## src/rtl/minx_rtc_pkg.sv

```systemverilog
// rtl/minx_rtc_pkg.sv - shared register map constants and FSM type for the minx RTC responder
package minx_rtc_pkg;

   localparam logic [1:0] REG_CTRL  = 2'd0;
   localparam logic [1:0] REG_CNT_L = 2'd1;
   localparam logic [1:0] REG_CNT_M = 2'd2;
   localparam logic [1:0] REG_CNT_H = 2'd3;

   localparam int CTRL_EN  = 0;
   localparam int CTRL_CLR = 1;

   typedef enum logic [1:0] {S_IDLE, S_EXEC, S_ACK} rtc_state_t;

endpackage

```

## src/rtl/sync_2ff.sv

```systemverilog
// rtl/sync_2ff.sv - two-flop synchroniser for toggle-style handshake signals
module sync_2ff #(
   parameter int WIDTH = 1
) (
   input  logic             clk,
   input  logic             reset,
   input  logic [WIDTH-1:0] d,
   output logic [WIDTH-1:0] q
);

   logic [WIDTH-1:0] s1;

   always_ff @(posedge clk or posedge reset) begin
      if (reset) begin
         s1 <= '0;
         q  <= '0;
      end else begin
         s1 <= d;
         q  <= s1;
      end
   end

endmodule

```

## src/rtl/minx_rtc_responder.sv

```systemverilog
// rtl/minx_rtc_responder.sv - clk_rt side of the CPU-bus crossing; owns the seconds counter and its registers
module minx_rtc_responder
   import minx_rtc_pkg::*;
#(
   parameter int          TICKS_PER_SEC = 32768,
   parameter logic [23:0] ADDR_BASE     = 24'h2008
) (
   input  logic        clk_rt,
   input  logic        reset,
   input  logic        rt_ce,
   input  logic        req_toggle,
   input  logic        req_write,
   input  logic [23:0] req_address,
   input  logic [7:0]  req_wdata,
   output logic        ack_toggle,
   output logic [7:0]  rdata,
   output logic [23:0] sec_count,
   output logic        sec_tick
);

   localparam logic [14:0] PRE_MAX = 15'(TICKS_PER_SEC - 1);

   rtc_state_t  state;
   logic        req_sync;
   logic        pending;
   logic        lat_write;
   logic [23:0] lat_addr;
   logic [7:0]  lat_wdata;
   logic [23:0] offset;
   logic        in_window;
   logic [1:0]  reg_sel;
   logic        do_clear;
   logic        enable;
   logic [14:0] prescaler;
   logic [23:0] seconds;
   logic [15:0] shadow;
   logic        unused_wdata;

   sync_2ff #(.WIDTH(1)) u_req_sync (
      .clk   (clk_rt),
      .reset (reset),
      .d     (req_toggle),
      .q     (req_sync)
   );

   assign pending      = req_sync ^ ack_toggle;
   assign offset       = lat_addr - ADDR_BASE;
   assign in_window    = (offset[23:2] == 22'd0);
   assign reg_sel      = offset[1:0];
   assign sec_count    = seconds;
   assign unused_wdata = ^lat_wdata[7:2];

   // Clear is evaluated here so the counter block can give it priority over a same-cycle wrap.
   assign do_clear = (state == S_EXEC) && lat_write && in_window &&
                     (reg_sel == REG_CTRL) && lat_wdata[CTRL_CLR];

   always_ff @(posedge clk_rt or posedge reset) begin
      if (reset) begin
         state      <= S_IDLE;
         ack_toggle <= 1'b0;
         rdata      <= 8'h00;
         lat_write  <= 1'b0;
         lat_addr   <= 24'h000000;
         lat_wdata  <= 8'h00;
         enable     <= 1'b0;
         shadow     <= 16'h0000;
      end else begin
         case (state)
            S_IDLE: begin
               if (pending) begin
                  lat_write <= req_write;
                  lat_addr  <= req_address;
                  lat_wdata <= req_wdata;
                  state     <= S_EXEC;
               end
            end
            S_EXEC: begin
               rdata <= 8'h00;
               if (in_window) begin
                  if (lat_write) begin
                     if (reg_sel == REG_CTRL)
                        enable <= lat_wdata[CTRL_EN];
                  end else begin
                     case (reg_sel)
                        REG_CTRL:  rdata <= {7'd0, enable};
                        REG_CNT_L: begin
                           rdata  <= seconds[7:0];
                           shadow <= seconds[23:8];
                        end
                        REG_CNT_M: rdata <= shadow[7:0];
                        default:   rdata <= shadow[15:8];
                     endcase
                  end
               end
               state <= S_ACK;
            end
            S_ACK: begin
               ack_toggle <= ~ack_toggle;
               state      <= S_IDLE;
            end
            default: state <= S_IDLE;
         endcase
      end
   end

   always_ff @(posedge clk_rt or posedge reset) begin
      if (reset) begin
         prescaler <= 15'd0;
         seconds   <= 24'h000000;
         sec_tick  <= 1'b0;
      end else begin
         sec_tick <= 1'b0;
         if (do_clear) begin
            prescaler <= 15'd0;
            seconds   <= 24'h000000;
         end else if (enable && rt_ce) begin
            if (prescaler == PRE_MAX) begin
               prescaler <= 15'd0;
               seconds   <= seconds + 24'd1;
               sec_tick  <= 1'b1;
            end else begin
               prescaler <= prescaler + 15'd1;
            end
         end
      end
   end

endmodule

```

## config.mk

```make
export PLATFORM = sky130hd
export DESIGN_NAME = minx_rtc_responder
export DESIGN_NICKNAME = d
export VERILOG_FILES = /design/src/rtl/minx_rtc_pkg.sv /design/src/rtl/sync_2ff.sv /design/src/rtl/minx_rtc_responder.sv
export SDC_FILE = /design/constraint.sdc
export NUM_CORES = 1
export LEC_CHECK = 0
export ABC_AREA = 0
export BUFFER_PORTS_ARGS = -buffer_cell sky130_fd_sc_hd__buf_2
export CAP_MARGIN = 20
export CORE_UTILIZATION = 45
export CTS_CLUSTER_DIAMETER = 120
export DETAILED_ROUTE_END_ITERATION = 10
export PLACE_DENSITY = 0.65
export SLEW_MARGIN = 30
export SYNTH_ARGS = -nofsm -noshare
export SYNTH_HDL_FRONTEND = slang
export SYNTH_SLANG_ARGS = --single-unit
```

## constraint.sdc

```tcl
create_clock -name clk_rt -period 8.23 [get_ports clk_rt]
set_clock_uncertainty 0.15 [all_clocks]
set_input_delay 0.4115 -clock clk_rt [delete_from_list [all_inputs] [get_ports clk_rt]]
set_output_delay 0.4115 -clock clk_rt [all_outputs]
set_load 0.01 [all_outputs]
```

Yosys cells after proc, flatten, opt, wreduce, memory -nomap -nowiden. Index checks and enable logic that the tools add are counted.

Add/sub/neg operators: 3. Equality and inequality tests: 6. Multiplexer cells: 14. Bitwise operators: 3. Reduce and logical (&&, ||, !) cells: 14.

Operators by type and width (number): two-way mux 24 bit (3); two-way mux 15 bit (3); adder 24 x 1 -> 24 bit (second input constant) (1); case mux 8 bit (3 select lines) (1); subtractor 24 x 14 -> 24 bit (second input constant) (1); logical NOT 22 bit (1); two-way mux 8 bit (2); adder 15 x 1 -> 15 bit (second input constant) (1); == test 15 bit (second input constant) (1); AND reduction 4 bit (2); logical AND 1 bit (5); == test 2 x 1 -> 1 bit (second input constant) (2); == test 2 bit (second input constant) (2); logical NOT 2 bit (2); case mux 2 bit (2 select lines) (1); AND reduction 2 bit (2); nonzero test 2 bit (2); two-way mux 1 bit (3); two-way mux 2 bit (1); != test 2 bit (second input constant) (1); NOT 1 bit (2); bitwise XOR 1 bit (1).

Register bits after elaboration: 97. Input bits: 37. Output and inout port bits: 34. Logic and storage cells: 53.

Longest topological paths before layout.
Word-level depth: 7. Mapped depth: 10. Mapped depth without buffers: 8.

Modules after synthesis. Synthesis repeated with hierarchy kept, for this count alone.

Cells, all modules: 491. Area, all modules: 4767.1 µm².

Modules (own cells, without submodules): minx_rtc_responder (times used 1, cells each 488, area each 4713.3 µm², seq. area each 2377.3 µm²); sync_2ff (times used 1, cells each 3, area each 53.8 µm², seq. area each 50.0 µm²).

Worst setup path before layout. OpenSTA, ideal clock, no wires.

Kind: register to register. Start point: register lat_addr[15]. End point: register shadow[0]. Setup time: 0.125 ns. Arrival: 2.414 ns. Data required time: 7.955 ns. Setup slack: 5.540 ns. Cell stages (with the launch flop): 8. Path buffers: 1. Period minus slack after synthesis: 2.690 ns. Cell sequence: dfrtp_1 or3b_1 or4_4 a2111oi_2 o2111a_2 nand3_4 buf_6 mux2_4.

Cells in the longest elaborated chain, start to end: 3.

RTL lines: start: declaration (RTL line minx_rtc_responder.sv:27) `logic [23:0] lat_addr;`; start signal: assignment (RTL line minx_rtc_responder.sv:72) `lat_addr <= req_address;`; subtractor 24 x 14 -> 24 bit (RTL line minx_rtc_responder.sv:47) `assign offset = lat_addr - ADDR_BASE;`; logical NOT 22 bit (RTL line minx_rtc_responder.sv:48) `assign in_window = (offset[23:2] == 22'd0);`; AND reduction 4 bit (no source line); end signal: assignment (RTL line minx_rtc_responder.sv:88) `shadow <= seconds[23:8];`; end: declaration (RTL line minx_rtc_responder.sv:36) `logic [15:0] shadow;`.

Every way passes these cells. A chain may end at the register's enable or synchronous reset.

Final worst setup path.
Start point: register lat_addr[10]. End point: register seconds[8] (netlist: sec_count[8]).

Cells in the longest elaborated chain, start to end: 7. Elaborated cells between the ends (all ways): 9. Classes of those cells: add/sub: 1; mux: 1; reduce/logical: 7.

RTL lines: subtractor 24 x 14 -> 24 bit (*) (RTL line minx_rtc_responder.sv:47); logical NOT 22 bit (*) (RTL line minx_rtc_responder.sv:48); logical AND 1 bit (*) (2 in a row) (RTL line minx_rtc_responder.sv:54) `assign do_clear = (state == S_EXEC) && lat_write && in_window &&`; logical AND 1 bit (*) (RTL line minx_rtc_responder.sv:55) `(reg_sel == REG_CTRL) && lat_wdata[CTRL_CLR];`; nonzero test 2 bit (no source line); AND reduction 2 bit (no source line); end signal: assignment (RTL line minx_rtc_responder.sv:119) `seconds <= seconds + 24'd1;`; end: declaration (RTL line minx_rtc_responder.sv:35) `logic [23:0] seconds;`.

Every way passes the cells marked *; elsewhere a longest branch is shown, timed or not.

==> summary.json <==
{
  "endpoint_kind": "flop",
  "path_clk_slew_ns": 0.09,
  "fillerInstances": 980,
  "vdd.ir_drop.worst_uv": 119.8,
  "setup-violations-final": 0,
  "floorplan.io_pins": 71,
  "post_synth_and_or_nand_nor_area_fraction_pct": 24.09,
  "totalNegativeSetupSlack_ns": 0,
  "p_per_area_nw_per_um2": 239.1,
  "synth-seq-cells": 97,
  "final_core_utilization_pct": 52.26,
  "numCtsBuffers": 9,
  "synth.top_cells.by_count": "106 x sky130_fd_sc_hd__nand2_1, 97 x sky130_fd_sc_hd__dfrtp_1, 46 x sky130_fd_sc_hd__nor2_1",
  "crit_required_ns": 8.32,
  "via_per_inst": 5.296,
  "detailedPlacementHpwl_um": 7348,
  "startpoint_type": "flop",
  "finalWirelength_um": 10610,
  "synth.area.mux_share_pct": 7.381,
  "start_util_pct": 46.35,
  "overall_die_area_um2": 11000,
  "tritoncts_num_sinks": 97,
  "sw_share_pct": 38.12,
  "syn-num-nets": 530,
  "globalplace.congestion": 0.8645,
  "regToRegSetupSlack_ns": 5.20,
  "fmaxAchievable_ghz": 0.3305,
  "post-synth-top-area-cell": "sky130_fd_sc_hd__dfrtp_1",
  "max-clock-path-buffers": 2,
  "p_sw_mw": 0.4897,
  "track_usage_pct": 20.92,
  "maxCapViolations": 0,
  "pwr-share-clk_pct": 21.5,
  "power.internal_mw": 0.7947,
  "netlist_top_cells_area": "sky130_fd_sc_hd__dfrtp_1 51%, sky130_fd_sc_hd__nand2_1 8.4%, sky130_fd_sc_hd__xnor2_1 4.6%, sky130_fd_sc_hd__nor2_1 3.6%, sky130_fd_sc_hd__mux2_2 3.5%",
  "worstPathArrival_ns": 3.12,
  "num-nets-final": 588,
  "hold_viol_final": 0,
  "post-synth-top-area-fraction_pct": 50.96,
  "drt_pass1_iterations": 4,
  "yosys.cell_count.top_type": "sky130_fd_sc_hd__nand2_1",
  "clk_root_buffer_cell": "sky130_fd_sc_hd__clkbuf_8",
  "seq_area_frac_synth_pct": 50.96,
  "drcViolationCount": 0,
  "route.antenna.remaining_nets": 0,
  "relative_contribution_of_sequential_cells_to_total_power_pct": 51.1,
  "die_h_um": 104.9,
  "grt_setup_unrepaired": "false",
  "fin_crit_ns": 3.026,
  "min-delay-path-class": "in2reg",
  "globalRoute.totalOverflow": 0,
  "synth-warning-count": 0,
  "grt_pass1_wl_um": 18170,
  "tightest_slew_ns": 0.8794,
  "comb_power_share_pct": 27.4,
  "antenna_cells_inserted": 0,
  "antenna_found_initial": 0,
  "io_buffer_count": 64,
  "register_area_um2": 2427,
  "post_cts.repair.setup_buffers": 0,
  "whs_ns": 0.07295,
  "path_class": "reg2reg",
  "netlist-cell-type-count": 49,
  "final_critical_path_share_of_the_clock_period_pct": 36.77,
  "run_status": "finished clean",
  "rows": 37,
  "ctsHtreeMaxLevel": 3,
  "first_iter_violations": 240,
  "synth-edff-count": 0,
  "grt_max_degree": 67,
  "vias": 3649,
  "synth-compound-area-share_pct": 6.252,
  "cts.repair.resized": 0,
  "footprint_of_the_multi_input_gates_um2": 2193,
  "synth_fa_ha_area_share_pct": 0.7880,
  "cts_tree": "done",
  "async_reset_ff_share_pct": 100.0,
  "post_synth_xor_area_fraction_pct": 7.355,
  "syn-instance-count": 490,
  "cp_max_fo": 39,
  "area_growth_syn_to_layout_pct": 12.77,
  "final_max_slew_viol_count": 0,
  "slew-limit-headroom_pct": 41.38,
  "drive_above_1_share_pct": 20.43,
  "clock_insertion_delay_at_the_later_pin_of_the_skew_report_ns": 0.37,
  "syn_avg_cell_area_um2": 9.721,
  "fp.coreArea_um2": 10280,
  "first_global_vias": 3672,
  "post_synth_instance_area_um2": 4763,
  "chipWidth_um": 104.9,
  "post_drt_wl_per_cell_um": 15.39,
  "synth_top_family_by_area": "simple AND/OR/NAND/NOR gates",
  "synth_ff_type": "sky130_fd_sc_hd__dfrtp_1",
  "static-leakage-power_nw": 2.589
}
-- timing repair --
item	CTS	global route
setup endpoints to repair	0	0
hold buffers	2	0
endpoints found under the hold margin	32	0
-- worst paths after layout --
check / startpoint / to / cells past startpoint
setup / recovery: lat_addr[10]$_DFFE_PP0P_ / sec_count[8]$_DFFE_PP0P_ / 7
hold / removal: req_address[0] / lat_addr[0]$_DFFE_PP0P_ / 3
setup reg to reg: lat_addr[10]$_DFFE_PP0P_ / sec_count[8]$_DFFE_PP0P_ / 7
hold reg to reg: u_req_sync.s1$_DFF_PP0_ / u_req_sync.q$_DFF_PP0_ / 0
max in group asynchronous: reset / shadow[3]$_DFFE_PP0P_ / 4
min in group asynchronous: reset / lat_addr[12]$_DFFE_PP0P_ / 3
-- through the flow --
step / cell area [um2] / setup slack (ns) / std cells / total power, mW
after floorplan: 4763 / 5.135 / 490 / 0.9204
after global placement: 5187 / 5.148 / 671 / 1.012
after detailed placement: 5187 / 5.248 / 671 / 1.017
after CTS: 5371 / 5.233 / 689 / 1.297
after global routing: 5371 / 5.047 / 689 / 1.382
final: 5371 / 5.204 / 689 / 1.284
-- layout by cell type, fill, tap and decap left out, types with 2 or more instances in the layout --
cell type                       count
sky130_fd_sc_hd__a211oi_1           2
sky130_fd_sc_hd__a21oi_1            5
sky130_fd_sc_hd__a22o_1             3
sky130_fd_sc_hd__a22oi_1            7
sky130_fd_sc_hd__and2_1             3
sky130_fd_sc_hd__and3_1             4
sky130_fd_sc_hd__and4_1             4
sky130_fd_sc_hd__buf_2             64
sky130_fd_sc_hd__buf_4              2
sky130_fd_sc_hd__clkbuf_1           3
sky130_fd_sc_hd__clkbuf_8           9
sky130_fd_sc_hd__clkinv_2           2
sky130_fd_sc_hd__clkinvlp_4         2
sky130_fd_sc_hd__dfrtp_1           97
sky130_fd_sc_hd__dlygate4sd3_1      2
sky130_fd_sc_hd__ha_1               3
sky130_fd_sc_hd__inv_1             14
sky130_fd_sc_hd__mux2_2            15
sky130_fd_sc_hd__mux2_4            10
sky130_fd_sc_hd__nand2_1          106
sky130_fd_sc_hd__nand2b_1           2
sky130_fd_sc_hd__nand3_1           15
sky130_fd_sc_hd__nand4_1           14
sky130_fd_sc_hd__nor2_1            46
sky130_fd_sc_hd__nor2b_1            2
sky130_fd_sc_hd__nor3_1            21
sky130_fd_sc_hd__nor3b_1            2
sky130_fd_sc_hd__nor4_1             9
sky130_fd_sc_hd__nor4bb_1           2
sky130_fd_sc_hd__o21ai_0           18
sky130_fd_sc_hd__or3_1              3
sky130_fd_sc_hd__xnor2_1           25
sky130_fd_sc_hd__xor2_1            15
-- area by class of cell --
type | count | area share, %
well taps | 136 | 3.168
clock inverters | 4 | 0.5358
flip-flops and latches | 97 | 45.19
repair buffers | 68 | 6.615
multi-input cells | 356 | 40.83
clock buffers | 12 | 2.516
inverters | 16 | 1.141
-- cell families (layout without fill, tap and decap cells) --
| family | Yosys count | in the layout |
|---|---|---|
| compound gates | 44 | 44 |
| buf+inv | 37 | 100 |
| simple gates | 242 | 242 |
| flops | 97 | 97 |
| mux | 27 | 27 |
| fa+ha+maj | 3 | 3 |
| xor+xnor | 40 | 40 |
-- power by group through the flow --
| stage | sequential, mW | combinational [mW] | clock [mW] |
|---|---|---|---|
| finish | 0.656 | 0.352 | 0.276 |
| floorplan | 0.613 | 0.308 | 0 |
| global route | 0.671 | 0.404 | 0.307 |
| detailed placement | 0.663 | 0.354 | 0 |
| CTS | 0.655 | 0.356 | 0.286 |
| global placement | 0.663 | 0.348 | 0 |
-- sequential cells by signal (all words and copies together) (netlist names) --
name / flops
ack_toggle: 1
enable: 1
lat_addr: 24
lat_wdata: 2
lat_write: 1
prescaler: 15
rdata: 8
sec_count: 24
sec_tick: 1
shadow: 16
state: 2
u_req_sync.q: 1
u_req_sync.s1: 1
-- layer usage --
layer | up-vias | track usage [%] | share of wire [%]
li1 | 1786 | - | -
met1 | 1770 | 28.91 | 48
met2 | 84 | 32.54 | 47
met3 | 9 | 5.989 | 4.5
met4 | 0 | 5.030 | 0.74
met5 | - | 0 | 0
-- worst max-delay path, cell delays in order, from the launching register on --
cell and delay [ns]:
sky130_fd_sc_hd__dfrtp_1 0.39, sky130_fd_sc_hd__nor3_1 0.65, sky130_fd_sc_hd__a31oi_1 0.32, sky130_fd_sc_hd__o21ai_0 0.40, sky130_fd_sc_hd__nand3_1 0.20, sky130_fd_sc_hd__nor4b_4 0.25, sky130_fd_sc_hd__buf_4 0.41, sky130_fd_sc_hd__nor2_1 0.11
Note: power is estimated with default switching activity, not from simulation.
